==> src/rtl/sha2_pkg.sv <==
// Shared types and default widths for the SHA-2 message padder.
package sha2_pkg;

  localparam int unsigned BLOCK_W_DEFAULT = 512;
  localparam int unsigned LEN_W_DEFAULT   = 64;

  typedef enum logic [1:0] {
    StIdle,
    StData,
    StPad,
    StDrain
  } state_e;

  // Reserved scheme encodings collapse onto SchemeBypass once latched.
  typedef enum logic {
    SchemePad,
    SchemeBypass
  } scheme_e;

endpackage

==> src/rtl/sha2_msg_padder_if.sv <==
// Message-in, config and padded-block-out streams of the SHA-2 padder.
interface sha2_msg_padder_if import sha2_pkg::*; #(
  parameter int unsigned BLOCK_W = BLOCK_W_DEFAULT,
  parameter int unsigned LEN_W   = LEN_W_DEFAULT
) ();

  logic [BLOCK_W-1:0] data_in;
  logic               data_in_valid;
  logic               data_in_ready;
  logic               data_in_last;

  logic [LEN_W-1:0]   cfg_size;
  logic [1:0]         cfg_scheme;
  logic               cfg_valid;
  logic               cfg_ready;

  logic [BLOCK_W-1:0] data_out;
  logic               data_out_valid;
  logic               data_out_ready;
  logic               data_out_last;

  logic               len_err;

  modport master (
    output data_in, data_in_valid, data_in_last,
    output cfg_size, cfg_scheme, cfg_valid,
    output data_out_ready,
    input  data_in_ready, cfg_ready,
    input  data_out, data_out_valid, data_out_last, len_err
  );

  modport slave (
    input  data_in, data_in_valid, data_in_last,
    input  cfg_size, cfg_scheme, cfg_valid,
    input  data_out_ready,
    output data_in_ready, cfg_ready,
    output data_out, data_out_valid, data_out_last, len_err
  );

endinterface

==> src/rtl/msg_pad_insert.sv <==
// Combinational pad inserter: keep the top rem bits, optionally set the
// 1-bit right after them, optionally OR the length into the low bits.
module msg_pad_insert #(
  parameter int unsigned BLOCK_W = 512,
  parameter int unsigned LEN_W   = 64
) (
  input  logic [BLOCK_W-1:0]         block,
  input  logic [$clog2(BLOCK_W)-1:0] rem,
  input  logic                       pad_en,
  input  logic                       len_en,
  input  logic [LEN_W-1:0]           len,
  output logic [BLOCK_W-1:0]         padded
);

  localparam logic [BLOCK_W-1:0] Ones = '1;
  localparam logic [BLOCK_W-1:0] Msb  = {1'b1, {(BLOCK_W-1){1'b0}}};

  // Mask message bits, then overlay pad bit and length field.
  always_comb begin
    padded = block & ~(Ones >> rem);
    if (pad_en) begin
      padded = padded | (Msb >> rem);
    end
    if (len_en) begin
      padded[LEN_W-1:0] = padded[LEN_W-1:0] | len;
    end
  end

endmodule

==> src/rtl/sha2_msg_padder.sv <==
// SHA-2 message padder: appends the 1-bit, zero fill and bit length to a
// block stream, with a bypass scheme and length-mismatch recovery.
module sha2_msg_padder import sha2_pkg::*; #(
  parameter int unsigned BLOCK_W = BLOCK_W_DEFAULT,
  parameter int unsigned LEN_W   = LEN_W_DEFAULT
) (
  input logic              clk,
  input logic              nrst,
  sha2_msg_padder_if.slave bus
);

  localparam int unsigned REM_W   = $clog2(BLOCK_W);
  localparam int unsigned CNT_W   = LEN_W - REM_W + 1;
  localparam int unsigned FIT_MAX = BLOCK_W - LEN_W - 1;

  state_e             state_q, state_d;
  scheme_e            scheme_q, scheme_d;
  logic [LEN_W-1:0]   size_q, size_d;
  logic [CNT_W-1:0]   cnt_q, cnt_d, exp_q, exp_d, cnt_inc;
  logic               pad_bit_q, pad_bit_d, drain_q, drain_d, init_q;
  logic [BLOCK_W-1:0] dout_q, dout_d;
  logic               dout_valid_q, dout_valid_d, dout_last_q, dout_last_d;
  logic               len_err_q, len_err_d;

  logic               slot_free, in_ready, in_fire, cfg_fire, count_hit, len_fits;
  logic [REM_W-1:0]   rem, cfg_rem, ins_rem;
  logic [BLOCK_W-1:0] ins_block, ins_out;
  logic               ins_pad, ins_len_en;

  assign slot_free = !dout_valid_q || bus.data_out_ready;
  assign in_ready  = (state_q == StData && slot_free) || state_q == StDrain;
  assign in_fire   = bus.data_in_valid && in_ready;
  assign cfg_fire  = bus.cfg_valid && bus.cfg_ready;
  assign rem       = size_q[REM_W-1:0];
  assign cfg_rem   = bus.cfg_size[REM_W-1:0];
  assign cnt_inc   = cnt_q + 1'b1;
  assign count_hit = (cnt_inc == exp_q);
  assign len_fits  = (rem <= REM_W'(FIT_MAX));

  assign bus.cfg_ready      = (state_q == StIdle) && init_q;
  assign bus.data_in_ready  = in_ready;
  assign bus.data_out       = dout_q;
  assign bus.data_out_valid = dout_valid_q;
  assign bus.data_out_last  = dout_last_q;
  assign bus.len_err        = len_err_q;

  // PAD emits a fresh block built from zeros; DATA pads the incoming beat.
  always_comb begin
    ins_block  = bus.data_in;
    ins_rem    = rem;
    ins_pad    = 1'b1;
    ins_len_en = len_fits;
    if (state_q == StPad) begin
      ins_block  = '0;
      ins_rem    = '0;
      ins_pad    = pad_bit_q;
      ins_len_en = 1'b1;
    end
  end

  msg_pad_insert #(
    .BLOCK_W(BLOCK_W),
    .LEN_W  (LEN_W)
  ) u_insert (
    .block (ins_block),
    .rem   (ins_rem),
    .pad_en(ins_pad),
    .len_en(ins_len_en),
    .len   (size_q),
    .padded(ins_out)
  );

  // Next-state and output-register load logic.
  always_comb begin
    state_d      = state_q;
    scheme_d     = scheme_q;
    size_d       = size_q;
    cnt_d        = cnt_q;
    exp_d        = exp_q;
    pad_bit_d    = pad_bit_q;
    drain_d      = drain_q;
    dout_d       = dout_q;
    dout_last_d  = dout_last_q;
    dout_valid_d = dout_valid_q && !bus.data_out_ready;
    len_err_d    = 1'b0;
    unique case (state_q)
      StIdle: begin
        if (cfg_fire) begin
          size_d    = bus.cfg_size;
          scheme_d  = (bus.cfg_scheme == 2'b00) ? SchemePad : SchemeBypass;
          len_err_d = bus.cfg_scheme[1];
          cnt_d     = '0;
          // Zero-length messages still consume exactly one beat.
          exp_d     = {1'b0, bus.cfg_size[LEN_W-1:REM_W]}
                    + CNT_W'(cfg_rem != '0 || bus.cfg_size == '0);
          pad_bit_d = 1'b0;
          drain_d   = 1'b0;
          state_d   = StData;
        end
      end
      StData: begin
        if (in_fire) begin
          dout_valid_d = 1'b1;
          if (scheme_q == SchemeBypass) begin
            dout_d      = bus.data_in;
            dout_last_d = bus.data_in_last;
            if (bus.data_in_last) state_d = StIdle;
          end else if (!count_hit && !bus.data_in_last) begin
            dout_d      = bus.data_in;
            dout_last_d = 1'b0;
            cnt_d       = cnt_inc;
          end else begin
            len_err_d = count_hit ^ bus.data_in_last;
            drain_d   = !bus.data_in_last;
            if (size_q != '0 && rem == '0) begin
              // Full final block: the 1-bit goes at the top of the PAD block.
              dout_d      = bus.data_in;
              dout_last_d = 1'b0;
              pad_bit_d   = 1'b1;
              state_d     = StPad;
            end else if (len_fits) begin
              dout_d      = ins_out;
              dout_last_d = 1'b1;
              state_d     = bus.data_in_last ? StIdle : StDrain;
            end else begin
              dout_d      = ins_out;
              dout_last_d = 1'b0;
              pad_bit_d   = 1'b0;
              state_d     = StPad;
            end
          end
        end
      end
      StPad: begin
        if (slot_free) begin
          dout_d       = ins_out;
          dout_valid_d = 1'b1;
          dout_last_d  = 1'b1;
          state_d      = drain_q ? StDrain : StIdle;
        end
      end
      StDrain: begin
        if (in_fire && bus.data_in_last) state_d = StIdle;
      end
      default: state_d = StIdle;
    endcase
  end

  // State and output registers; init_q holds cfg_ready low until the first edge.
  always_ff @(posedge clk or negedge nrst) begin
    if (!nrst) begin
      state_q      <= StIdle;
      scheme_q     <= SchemePad;
      size_q       <= '0;
      cnt_q        <= '0;
      exp_q        <= '0;
      pad_bit_q    <= 1'b0;
      drain_q      <= 1'b0;
      init_q       <= 1'b0;
      dout_q       <= '0;
      dout_valid_q <= 1'b0;
      dout_last_q  <= 1'b0;
      len_err_q    <= 1'b0;
    end else begin
      state_q      <= state_d;
      scheme_q     <= scheme_d;
      size_q       <= size_d;
      cnt_q        <= cnt_d;
      exp_q        <= exp_d;
      pad_bit_q    <= pad_bit_d;
      drain_q      <= drain_d;
      init_q       <= 1'b1;
      dout_q       <= dout_d;
      dout_valid_q <= dout_valid_d;
      dout_last_q  <= dout_last_d;
      len_err_q    <= len_err_d;
    end
  end

endmodule

==> src/flat_wrapper.sv <==
// flat-port wrapper written by rule: the top's interface ports become plain ports
module sha2_msg_padder_flat import sha2_pkg::*;
#(
  parameter int unsigned BLOCK_W = BLOCK_W_DEFAULT,
  parameter int unsigned LEN_W   = LEN_W_DEFAULT
)
  (clk, nrst, bus_data_in, bus_data_in_valid, bus_data_in_last, bus_cfg_size, bus_cfg_scheme, bus_cfg_valid, bus_data_out_ready, bus_data_in_ready, bus_cfg_ready, bus_data_out, bus_data_out_valid, bus_data_out_last, bus_len_err);
  sha2_msg_padder_if #(.BLOCK_W(BLOCK_W), .LEN_W(LEN_W)) bus_i ();
  input logic clk;
  input logic nrst;
  input wire logic [$bits(bus_i.data_in)-1:0] bus_data_in;
  input wire logic [$bits(bus_i.data_in_valid)-1:0] bus_data_in_valid;
  input wire logic [$bits(bus_i.data_in_last)-1:0] bus_data_in_last;
  input wire logic [$bits(bus_i.cfg_size)-1:0] bus_cfg_size;
  input wire logic [$bits(bus_i.cfg_scheme)-1:0] bus_cfg_scheme;
  input wire logic [$bits(bus_i.cfg_valid)-1:0] bus_cfg_valid;
  input wire logic [$bits(bus_i.data_out_ready)-1:0] bus_data_out_ready;
  output wire logic [$bits(bus_i.data_in_ready)-1:0] bus_data_in_ready;
  output wire logic [$bits(bus_i.cfg_ready)-1:0] bus_cfg_ready;
  output wire logic [$bits(bus_i.data_out)-1:0] bus_data_out;
  output wire logic [$bits(bus_i.data_out_valid)-1:0] bus_data_out_valid;
  output wire logic [$bits(bus_i.data_out_last)-1:0] bus_data_out_last;
  output wire logic [$bits(bus_i.len_err)-1:0] bus_len_err;
  assign bus_i.data_in = bus_data_in;
  assign bus_i.data_in_valid = bus_data_in_valid;
  assign bus_i.data_in_last = bus_data_in_last;
  assign bus_i.cfg_size = bus_cfg_size;
  assign bus_i.cfg_scheme = bus_cfg_scheme;
  assign bus_i.cfg_valid = bus_cfg_valid;
  assign bus_i.data_out_ready = bus_data_out_ready;
  assign bus_data_in_ready = bus_i.data_in_ready;
  assign bus_cfg_ready = bus_i.cfg_ready;
  assign bus_data_out = bus_i.data_out;
  assign bus_data_out_valid = bus_i.data_out_valid;
  assign bus_data_out_last = bus_i.data_out_last;
  assign bus_len_err = bus_i.len_err;
  sha2_msg_padder #(.BLOCK_W(BLOCK_W), .LEN_W(LEN_W)) u_core (.clk(clk), .nrst(nrst), .bus(bus_i));
endmodule
==> config.mk <==
export PLATFORM = sky130hd
export DESIGN_NAME = sha2_msg_padder_flat
export DESIGN_NICKNAME = d
export VERILOG_FILES = /design/src/rtl/sha2_pkg.sv /design/src/rtl/sha2_msg_padder_if.sv /design/src/rtl/msg_pad_insert.sv /design/src/rtl/sha2_msg_padder.sv /design/src/flat_wrapper.sv
export SDC_FILE = /design/constraint.sdc
export NUM_CORES = 2
export LEC_CHECK = 0
export ABC_AREA = 1
export CORE_AREA = 2 2 431 433
export DETAILED_ROUTE_END_ITERATION = 10
export DIE_AREA = 0 0 433 435
export PLACE_DENSITY_LB_ADDON = 0.15
export SYNTH_ARGS = -nofsm -noshare
export SYNTH_HDL_FRONTEND = slang
export SYNTH_SLANG_ARGS = --single-unit
==> constraint.sdc <==
create_clock -name clk -period 6.5 [get_ports clk]
set_input_delay 1.3 -clock clk [delete_from_list [all_inputs] [get_ports clk]]
set_output_delay 1.3 -clock clk [all_outputs]
set_load 0.02 [all_outputs]
## After elaboration in Yosys (flattened, before gate mapping)

Index checks and enable logic that the tools add are counted.

| storage, ports and cells | value |
|---|---|
| output and inout port bits | 517 |
| flip-flop bits (word level) | 697 |

| operators by class | value |
|---|---|
| order comparisons | 1 |
| bitwise gates (word level) | 5 |
| mux-type cells | 56 |
| equal/unequal tests | 14 |
| reduce and logical (&&, ||, !) cells | 29 |
| shift operators | 2 |
| add/sub/neg operators | 2 |

Operator list:

| cell | number |
|---|---|
| $mux W512 | 7 |
| $pmux W512 S2 | 1 |
| $shr A512 B9 Y512 const A | 2 |
| $and A512 B512 Y512 | 1 |
| $not A512 Y512 | 1 |
| $or A512 B512 Y512 | 1 |
| $mux W56 | 4 |
| $pmux W56 S2 | 1 |
| $logic_not A64 Y1 | 1 |
| $mux W64 | 1 |
| $or A64 B64 Y64 | 1 |
| $reduce_bool A64 Y1 | 1 |
| $add A55 B1 Y56 | 1 |
| $add A56 B1 Y56 const B | 1 |
| $eq A56 B56 Y1 | 1 |
| $mux W1 | 24 |
| $mux W2 | 11 |
| $reduce_and A6 Y1 | 2 |
| $pmux W1 S2 | 5 |
| $reduce_and A5 Y1 | 2 |
| $le A9 B9 Y1 const B | 1 |
| $logic_not A9 Y1 | 1 |
| $mux W9 | 1 |
| $reduce_bool A9 Y1 | 1 |
| 15 further kinds | 36 |

## Depth between registers and ports, before layout

| logic depth | value |
|---|---|
| depth after elaboration | 14 |
| mapped depth | 29 |
| gate-level depth less buffers | 28 |

## Hierarchy

Synthesis repeated with hierarchy kept, for this count alone.

| unflattened totals | value |
|---|---|
| cells, all modules | 9082 |
| area total of the unflattened synthesis | 52038.7 µm² |

Modules (own cells, without submodules):

| module | times used | sequential area each (µm²) | cells an instance | area an instance (µm²) |
|---|---|---|---|---|
| sha2_msg_padder | 1 | 17441.7 | 6630 | 41218.3 |
| msg_pad_insert | 1 | 0.0 | 2452 | 10820.4 |

## Worst setup path before layout

No wires, ideal clock.

| timing | value |
|---|---|
| kind | input -> register |
| start | input bus_cfg_size[40] |
| end | register u_core.exp_q[48] |
| path buffers | 0 |
| path slack | 2592 ps |
| stages | 21 |
| required time | 6376 ps |
| setup time | 124 ps |
| arrival | 3784 ps |
| cells stage by stage | nor4_1 nand4_1 nor4_1 nand4_1 nand4_1 ha_1 ha_1 inv_1 nor2_2 nand2_1 nor2_2 nand2_2 nor2_4 nand3_4 nor2_4 nand2_4 nor2_8 nand2_2 nor2_2 or2_2 nand3_1 |

| on the way | value |
|---|---|
| word-level cells in the longest chain between the ends | 3 |

Ends and longest elaborated chain:

| element | line | source |
|---|---|---|
| from (decl) | flat_wrapper.sv:14 | `input wire logic [$bits(bus_i.cfg_size)-1:0] bus_cfg_size;` |
| $logic_not A64 Y1 | sha2_msg_padder.sv:95 | `+ CNT_W'(cfg_rem != '0 \|\| bus.cfg_size == '0);` |
| $logic_or A1 B1 Y1 | sha2_msg_padder.sv:95 |  |
| $add A55 B1 Y56 * | sha2_msg_padder.sv:95 |  |
| to (signal assigned) | sha2_msg_padder.sv:169 | `exp_q <= exp_d;` |
| to (decl) | sha2_msg_padder.sv:19 | `logic [CNT_W-1:0] cnt_q, cnt_d, exp_q, exp_d, cnt_inc;` |

Every way passes the cells marked *; elsewhere a longest branch is shown, timed or not.
A chain may end at the register's enable or synchronous reset.

## Final worst setup path

| timing | value |
|---|---|
| start | register u_core.state_q[0] |
| end | register u_core.dout_q[379] (netlist: u_core.bus.data_out[379]) |

| on the way | value |
|---|---|
| word-level cells in the longest chain between the ends | 12 |
| elaborated cells on any way between the ends | 25 |
| classes of those cells | eq/ne: 5; shift: 2; mux: 10; bitwise: 3; reduce/logical: 5 |

Ends and longest elaborated chain:

| element | line | source |
|---|---|---|
| from (decl) | sha2_msg_padder.sv:16 | `state_e state_q, state_d;` |
| from (signal assigned) | sha2_msg_padder.sv:152 | `state_q <= StIdle;` |
| from (signal assigned) | sha2_msg_padder.sv:165 | `state_q <= state_d;` |
| $eq A2 B2 Y1 | sha2_msg_padder.sv:53, sha2_msg_padder.sv:86 |  |
| $mux W9 | sha2_msg_padder.sv:53 | `if (state_q == StPad) begin` |
| $shr A512 B9 Y512 | msg_pad_insert.sv:20 | `padded = block & ~(Ones >> rem);` |
| $not A512 Y512 | msg_pad_insert.sv:20 |  |
| $and A512 B512 Y512 | msg_pad_insert.sv:20 |  |
| $or A512 B512 Y512 | msg_pad_insert.sv:22 | `padded = padded \| (Msb >> rem);` |
| $mux W512 | msg_pad_insert.sv:21 | `if (pad_en) begin` |
| $mux W512 | sha2_msg_padder.sv:115 | `if (size_q != '0 && rem == '0) begin` |
| $mux W512 | sha2_msg_padder.sv:108 | `end else if (!count_hit && !bus.data_in_last) begin` |
| $mux W512 | sha2_msg_padder.sv:104 | `if (scheme_q == SchemeBypass) begin` |
| $mux W512 | sha2_msg_padder.sv:102 | `if (in_fire) begin` |
| $pmux W512 S2 | sha2_msg_padder.sv:86 | `unique case (state_q)` |
| to (signal assigned) | sha2_msg_padder.sv:173 | `dout_q <= dout_d;` |
| to (decl) | sha2_msg_padder.sv:21 | `logic [BLOCK_W-1:0] dout_q, dout_d;` |

Several ways; a longest one is shown, not always the timed one. The select of a mux whose other input is x is not followed.

==> flow_summary.html <==
<table>
<tr><th>Metric</th><th>Value</th></tr>
<tr><th colspan="2">Outcome</th></tr>
<tr><td>Result of the run</td><td>finished, violations left</td></tr>
<tr><td>Failing checks</td><td>max-capacitance violations, max-slew violations</td></tr>
<tr><th colspan="2">Timing</th></tr>
<tr><td>Setup repair after global routing missed its margin</td><td>false</td></tr>
<tr><td>Time the worst path needs with I/O delays and setup</td><td>5.682 ns</td></tr>
<tr><td>Final max-slew violation count</td><td>15</td></tr>
<tr><td>Headroom to the max-slew limit</td><td>-5.208%</td></tr>
<tr><td>Final cycle utilization of the critical path</td><td>87.41%</td></tr>
<tr><td>Final hold viol count</td><td>0</td></tr>
<tr><td>Count of endpoints failing setup in the final report</td><td>0</td></tr>
<tr><td>Transition time at the pin with the least slew margin</td><td>1.572 ns</td></tr>
<tr><td>Fmax achieved</td><td>176.0 MHz</td></tr>
<tr><td>Maximum clock skew at final layout</td><td>0.05779 ns</td></tr>
<tr><td>Sum of negative setup slack</td><td>0 ns</td></tr>
<tr><th colspan="2">CTS</th></tr>
<tr><td>Sinks on Clock Net</td><td>697</td></tr>
<tr><td>Post-CTS setup buffer count</td><td>0</td></tr>
<tr><td>CTS root buf</td><td>sky130_fd_sc_hd__clkbuf_16</td></tr>
<tr><td>CTS buffer count</td><td>98</td></tr>
<tr><td>Latest clock arrival within the worst-skew pair</td><td>0.78 ns</td></tr>
<tr><td>CTS tree</td><td>done</td></tr>
<tr><td>Maximum buffer depth of the clock tree</td><td>3</td></tr>
<tr><td>Number of levels in the clock H-tree</td><td>3</td></tr>
<tr><td>Number of gates resized after CTS</td><td>0</td></tr>
<tr><td>Post-cts hold buffer count</td><td>0</td></tr>
<tr><td>Clk slew on worst S/H paths</td><td>0.06 ns</td></tr>
<tr><th colspan="2">Drt</th></tr>
<tr><td>Initial drt markers</td><td>8563</td></tr>
<tr><td>Wire length after detailed routing</td><td>404100 um</td></tr>
<tr><td>Post-detailed-route DRC marker count</td><td>0</td></tr>
<tr><td>DRT met1 WL</td><td>153700 um</td></tr>
<tr><td>Number of vias per cell after detailed routing</td><td>5.728</td></tr>
<tr><td>Count of TritonRoute iterations in the first routing pass</td><td>8</td></tr>
<tr><td>Routed met2 length</td><td>173600 um</td></tr>
<tr><td>Antenna-violating nets left</td><td>0</td></tr>
<tr><td>Via count</td><td>56650</td></tr>
<tr><td>Avg WL per Cell</td><td>40.86 um</td></tr>
<tr><td>Top layer in use</td><td>met5</td></tr>
<tr><td>Met3 routed wirelength</td><td>41940 um</td></tr>
<tr><th colspan="2">Worst setup path</th></tr>
<tr><td>CP startpoint kind</td><td>flip-flop</td></tr>
<tr><td>Endpoint arrival time on the critical path</td><td>6.37 ns</td></tr>
<tr><td>Critical Path, Cell by Cell</td><td>inv_1 -&gt; ha_4 -&gt; inv_8 -&gt; nand2_1 -&gt; nand2_1 -&gt; inv_2 -&gt; nand2_2 -&gt; nor2_1 -&gt; inv_1 -&gt; nor2_1 -&gt; inv_1 -&gt; nand3_1 -&gt; nand3_1 -&gt; o21ai_0 -&gt; nand2_1 -&gt; a2bb2oi_1</td></tr>
<tr><td>Slowest stage delay, CP</td><td>0.91 ns</td></tr>
<tr><td>Crit end category</td><td>flip-flop</td></tr>
<tr><td>Worst path slowest cell</td><td>sky130_fd_sc_hd__nor2_1</td></tr>
<tr><td>Crit Path Category</td><td>flip-flop to flip-flop</td></tr>
<tr><td>Biggest fanout along the worst timing path</td><td>74</td></tr>
<tr><td>Required arrival time at the worst endpoint</td><td>7.19 ns</td></tr>
<tr><th colspan="2">Synthesis</th></tr>
<tr><td>Synthesis warning total</td><td>0</td></tr>
<tr><td>Synth top area cells</td><td>sky130_fd_sc_hd__dfrtp_1 (40%), sky130_fd_sc_hd__nand2_1 (15%), sky130_fd_sc_hd__o21ai_0 (7.6%), sky130_fd_sc_hd__inv_1 (4.6%), sky130_fd_sc_hd__nor2_1 (4.5%)</td></tr>
<tr><td>Prevailing post-synth register cell</td><td>sky130_fd_sc_hd__dfrtp_1</td></tr>
<tr><td>EDFF count, synth</td><td>0</td></tr>
<tr><td>Fraction of the yosys area taken by sequential cells</td><td>39.65%</td></tr>
<tr><td>Most numerous cell in the Yosys netlist</td><td>sky130_fd_sc_hd__nand2_1</td></tr>
<tr><td>Net Count, Synth</td><td>6910</td></tr>
<tr><td>Mean Syn Cell Area</td><td>6.963 um2</td></tr>
<tr><td>Post-synth ARST share</td><td>100.0%</td></tr>
<tr><td>Post-Synthesis Cell Area</td><td>43990 um2</td></tr>
<tr><td>Ranking of synthesized cells by instance count</td><td>sky130_fd_sc_hd__nand2_1 (1745), sky130_fd_sc_hd__dfrtp_1 (697), sky130_fd_sc_hd__o21ai_0 (664)</td></tr>
<tr><td>Number of library cell types mapped by synthesis</td><td>57</td></tr>
<tr><td>Cell type contributing the most total cell area after synthesis</td><td>sky130_fd_sc_hd__dfrtp_1</td></tr>
<tr><td>Synth Instances</td><td>6318</td></tr>
<tr><td>Portion of synthesized cell area occupied by the leading cell type</td><td>39.65%</td></tr>
<tr><td>Synthesis-stage register bit count</td><td>697</td></tr>
<tr><th colspan="2">Floorplan</th></tr>
<tr><td>Total Die Area</td><td>188400 um2</td></tr>
<tr><td>Die Y</td><td>435 um</td></tr>
<tr><td>I/O pin count</td><td>1101</td></tr>
<tr><td>Core Footprint</td><td>184000 um2</td></tr>
<tr><td>Initial cell density of the core</td><td>23.90%</td></tr>
<tr><td>Site row count</td><td>158</td></tr>
<tr><td>DIE WIDTH</td><td>433 um</td></tr>
<tr><th colspan="2">Global routing</th></tr>
<tr><td>GRT Overall Usage</td><td>41.46%</td></tr>
<tr><td>First-pass GRT wire length</td><td>524200 um</td></tr>
<tr><td>Global-route congestion overflow total</td><td>0</td></tr>
<tr><td>Largest net degree at the start of global routing</td><td>160</td></tr>
<tr><td>Via count of the first global-routing pass</td><td>53130</td></tr>
<tr><td>Initial antenna violation count</td><td>140</td></tr>
<tr><th colspan="2">Hold path</th></tr>
<tr><td>Hold Crit Class</td><td>flip-flop to flip-flop</td></tr>
<tr><th colspan="2">Cells and area</th></tr>
<tr><td>Footprint of the multi-input gates</td><td>22730 um2</td></tr>
<tr><td>Net count reported at finish</td><td>7848</td></tr>
<tr><td>Fraction of final layout cells sized beyond drive strength 1</td><td>5.890%</td></tr>
<tr><td>Sequential cell area</td><td>17450 um2</td></tr>
<tr><td>Filler instances</td><td>20100</td></tr>
<tr><td>Area Growth Syn to Fin</td><td>39.57%</td></tr>
<tr><td>Number of cells in the finished layout apart from fillers</td><td>9891</td></tr>
<tr><th colspan="2">Place</th></tr>
<tr><td>Number of I/O port buffers</td><td>1100</td></tr>
<tr><td>Half-perimeter wire length after placement</td><td>314300 um</td></tr>
<tr><td>Last weighted congestion value of the routability-driven placer</td><td>1.034</td></tr>
<tr><td>Inst Count DP</td><td>9635</td></tr>
<tr><th colspan="2">Power</th></tr>
<tr><td>IR drop worst, VDD</td><td>0.4892 mV</td></tr>
<tr><td>Power Density</td><td>655.3 nW/um2</td></tr>
<tr><td>Static Leakage</td><td>26.07 nW</td></tr>
<tr><th colspan="2">Run</th></tr>
<tr><td>Reported max-cap violation count</td><td>3</td></tr>
</table>
==> worst max-delay path: cells and delay by family (launching register included) <==
family | cells | cell delay, ns
simple gates | 8 | 3.17
buf+inv | 5 | 1.18
fa+ha+maj | 1 | 0.46
flops | 1 | 0.40
compound gates | 2 | 0.27
==> per-stage QoR <==
step	utilization [%]	hold slack (ns)	area [um2]	setup slack, ns	total power, mW
after floorplan	-	0.4530	43990	2.592	19.70
after global placement	31.38	0.4633	57750	0.6852	33.11
after detailed placement	31.38	0.4640	57750	0.5547	33.07
after CTS	33.25	0.4802	61190	1.199	39.23
after global routing	33.33	0.4973	61350	0.7668	41.08
final	33.36	0.4776	61400	0.8181	40.23
==> registers in the layout, indices dropped and copies added (netlist names), 2 cells and up <==
register	cells
u_core.size_q	64
u_core.exp_q	56
u_core.bus.data_out	512
u_core.cnt_q	56
u_core.state_q	2
==> metal layers <==
metal  track usage [%]  up-vias
met5                 0        -
met4             30.26       32
met3             13.09     1022
met2             61.17     4003
met1             50.55    28390
li1                  -    23200
==> cells by family after synthesis <==
logic type                 after synthesis  share of synthesized area (%)
xor gates and xnor gates                18                         0.3897
and+or+nand+nor                       2911                          27.51
DFF                                    697                          39.65
other                                    1                       0.008524
adders and majority gates                8                         0.2275
AOI/OAI and AO/OA                     1711                          23.30
buffers and inverters                  972                          8.916
==> final cells by class <==
class / instances / area share (%)
multi-input cells: 4649 / 37.03
clock inverters: 39 / 0.9109
well taps: 2480 / 5.054
inverters: 569 / 3.534
diodes: 77 / 0.3138
flip-flops and latches: 697 / 28.41
clock buffers: 139 / 4.685
repair buffers: 1241 / 20.06
==> worst paths after layout <==
path | from | to | slack [ns] | depth (start not counted)
min in group asynchronous | nrst | u_core.bus.data_out[413] | 0.56 | 1
hold / removal | u_core.bus.data_out[115] | u_core.bus.data_out[115] | 0.48 | 2
hold reg to reg | u_core.bus.data_out[115] | u_core.bus.data_out[115] | 0.48 | 2
setup / recovery | u_core.state_q[0] | u_core.bus.data_out[379] | 0.82 | 16
max in group asynchronous | nrst | u_core.cnt_q[30] | 4.50 | 2
setup reg to reg | u_core.state_q[0] | u_core.bus.data_out[379] | 0.82 | 16
==> layout by cell type (no fill, tap or decap), types with 15 or more instances in the layout <==
cell | Yosys | layout
sky130_fd_sc_hd__nand2_1 | 1745 | 1742
sky130_fd_sc_hd__nand3_1 | 366 | 366
sky130_fd_sc_hd__nor2_1 | 529 | 518
sky130_fd_sc_hd__o21ai_1 | 55 | 58
sky130_fd_sc_hd__a2bb2oi_1 | 162 | 162
sky130_fd_sc_hd__nand3b_1 | 17 | 17
sky130_fd_sc_hd__o211ai_1 | 167 | 167
sky130_fd_sc_hd__dfrtp_1 | 697 | 696
sky130_fd_sc_hd__nor2_4 | 10 | 15
sky130_fd_sc_hd__nor3_1 | 66 | 66
sky130_fd_sc_hd__clkinv_2 | 0 | 19
sky130_fd_sc_hd__o31ai_1 | 23 | 23
sky130_fd_sc_hd__a21boi_0 | 30 | 30
sky130_fd_sc_hd__a31oi_1 | 78 | 78
sky130_fd_sc_hd__o21ai_0 | 664 | 661
sky130_fd_sc_hd__clkbuf_16 | 0 | 98
sky130_fd_sc_hd__o22ai_1 | 74 | 74
sky130_fd_sc_hd__a21oi_1 | 344 | 344
sky130_fd_sc_hd__nor4_1 | 19 | 19
sky130_fd_sc_hd__o21bai_1 | 35 | 35
sky130_fd_sc_hd__nand4_1 | 80 | 80
sky130_fd_sc_hd__buf_4 | 11 | 121
sky130_fd_sc_hd__clkdlybuf4s50_1 | 0 | 1099
sky130_fd_sc_hd__o221ai_1 | 23 | 23
sky130_fd_sc_hd__or2_2 | 31 | 31
sky130_fd_sc_hd__o21a_1 | 15 | 15
sky130_fd_sc_hd__buf_12 | 0 | 19
sky130_fd_sc_hd__nor2_2 | 26 | 32
sky130_fd_sc_hd__a22oi_1 | 17 | 17
sky130_fd_sc_hd__clkbuf_8 | 0 | 27
sky130_fd_sc_hd__diode_2 | 0 | 77
sky130_fd_sc_hd__inv_1 | 544 | 541
sky130_fd_sc_hd__inv_2 | 20 | 16
==> power by group <==
group,total [mW],internal [mW],switching (mW)
clock,6.02,3.52,2.49
sequential,8.83,6.48,2.35
combinational,25.4,7.43,18.0
(Power assumes the default switching activity.)
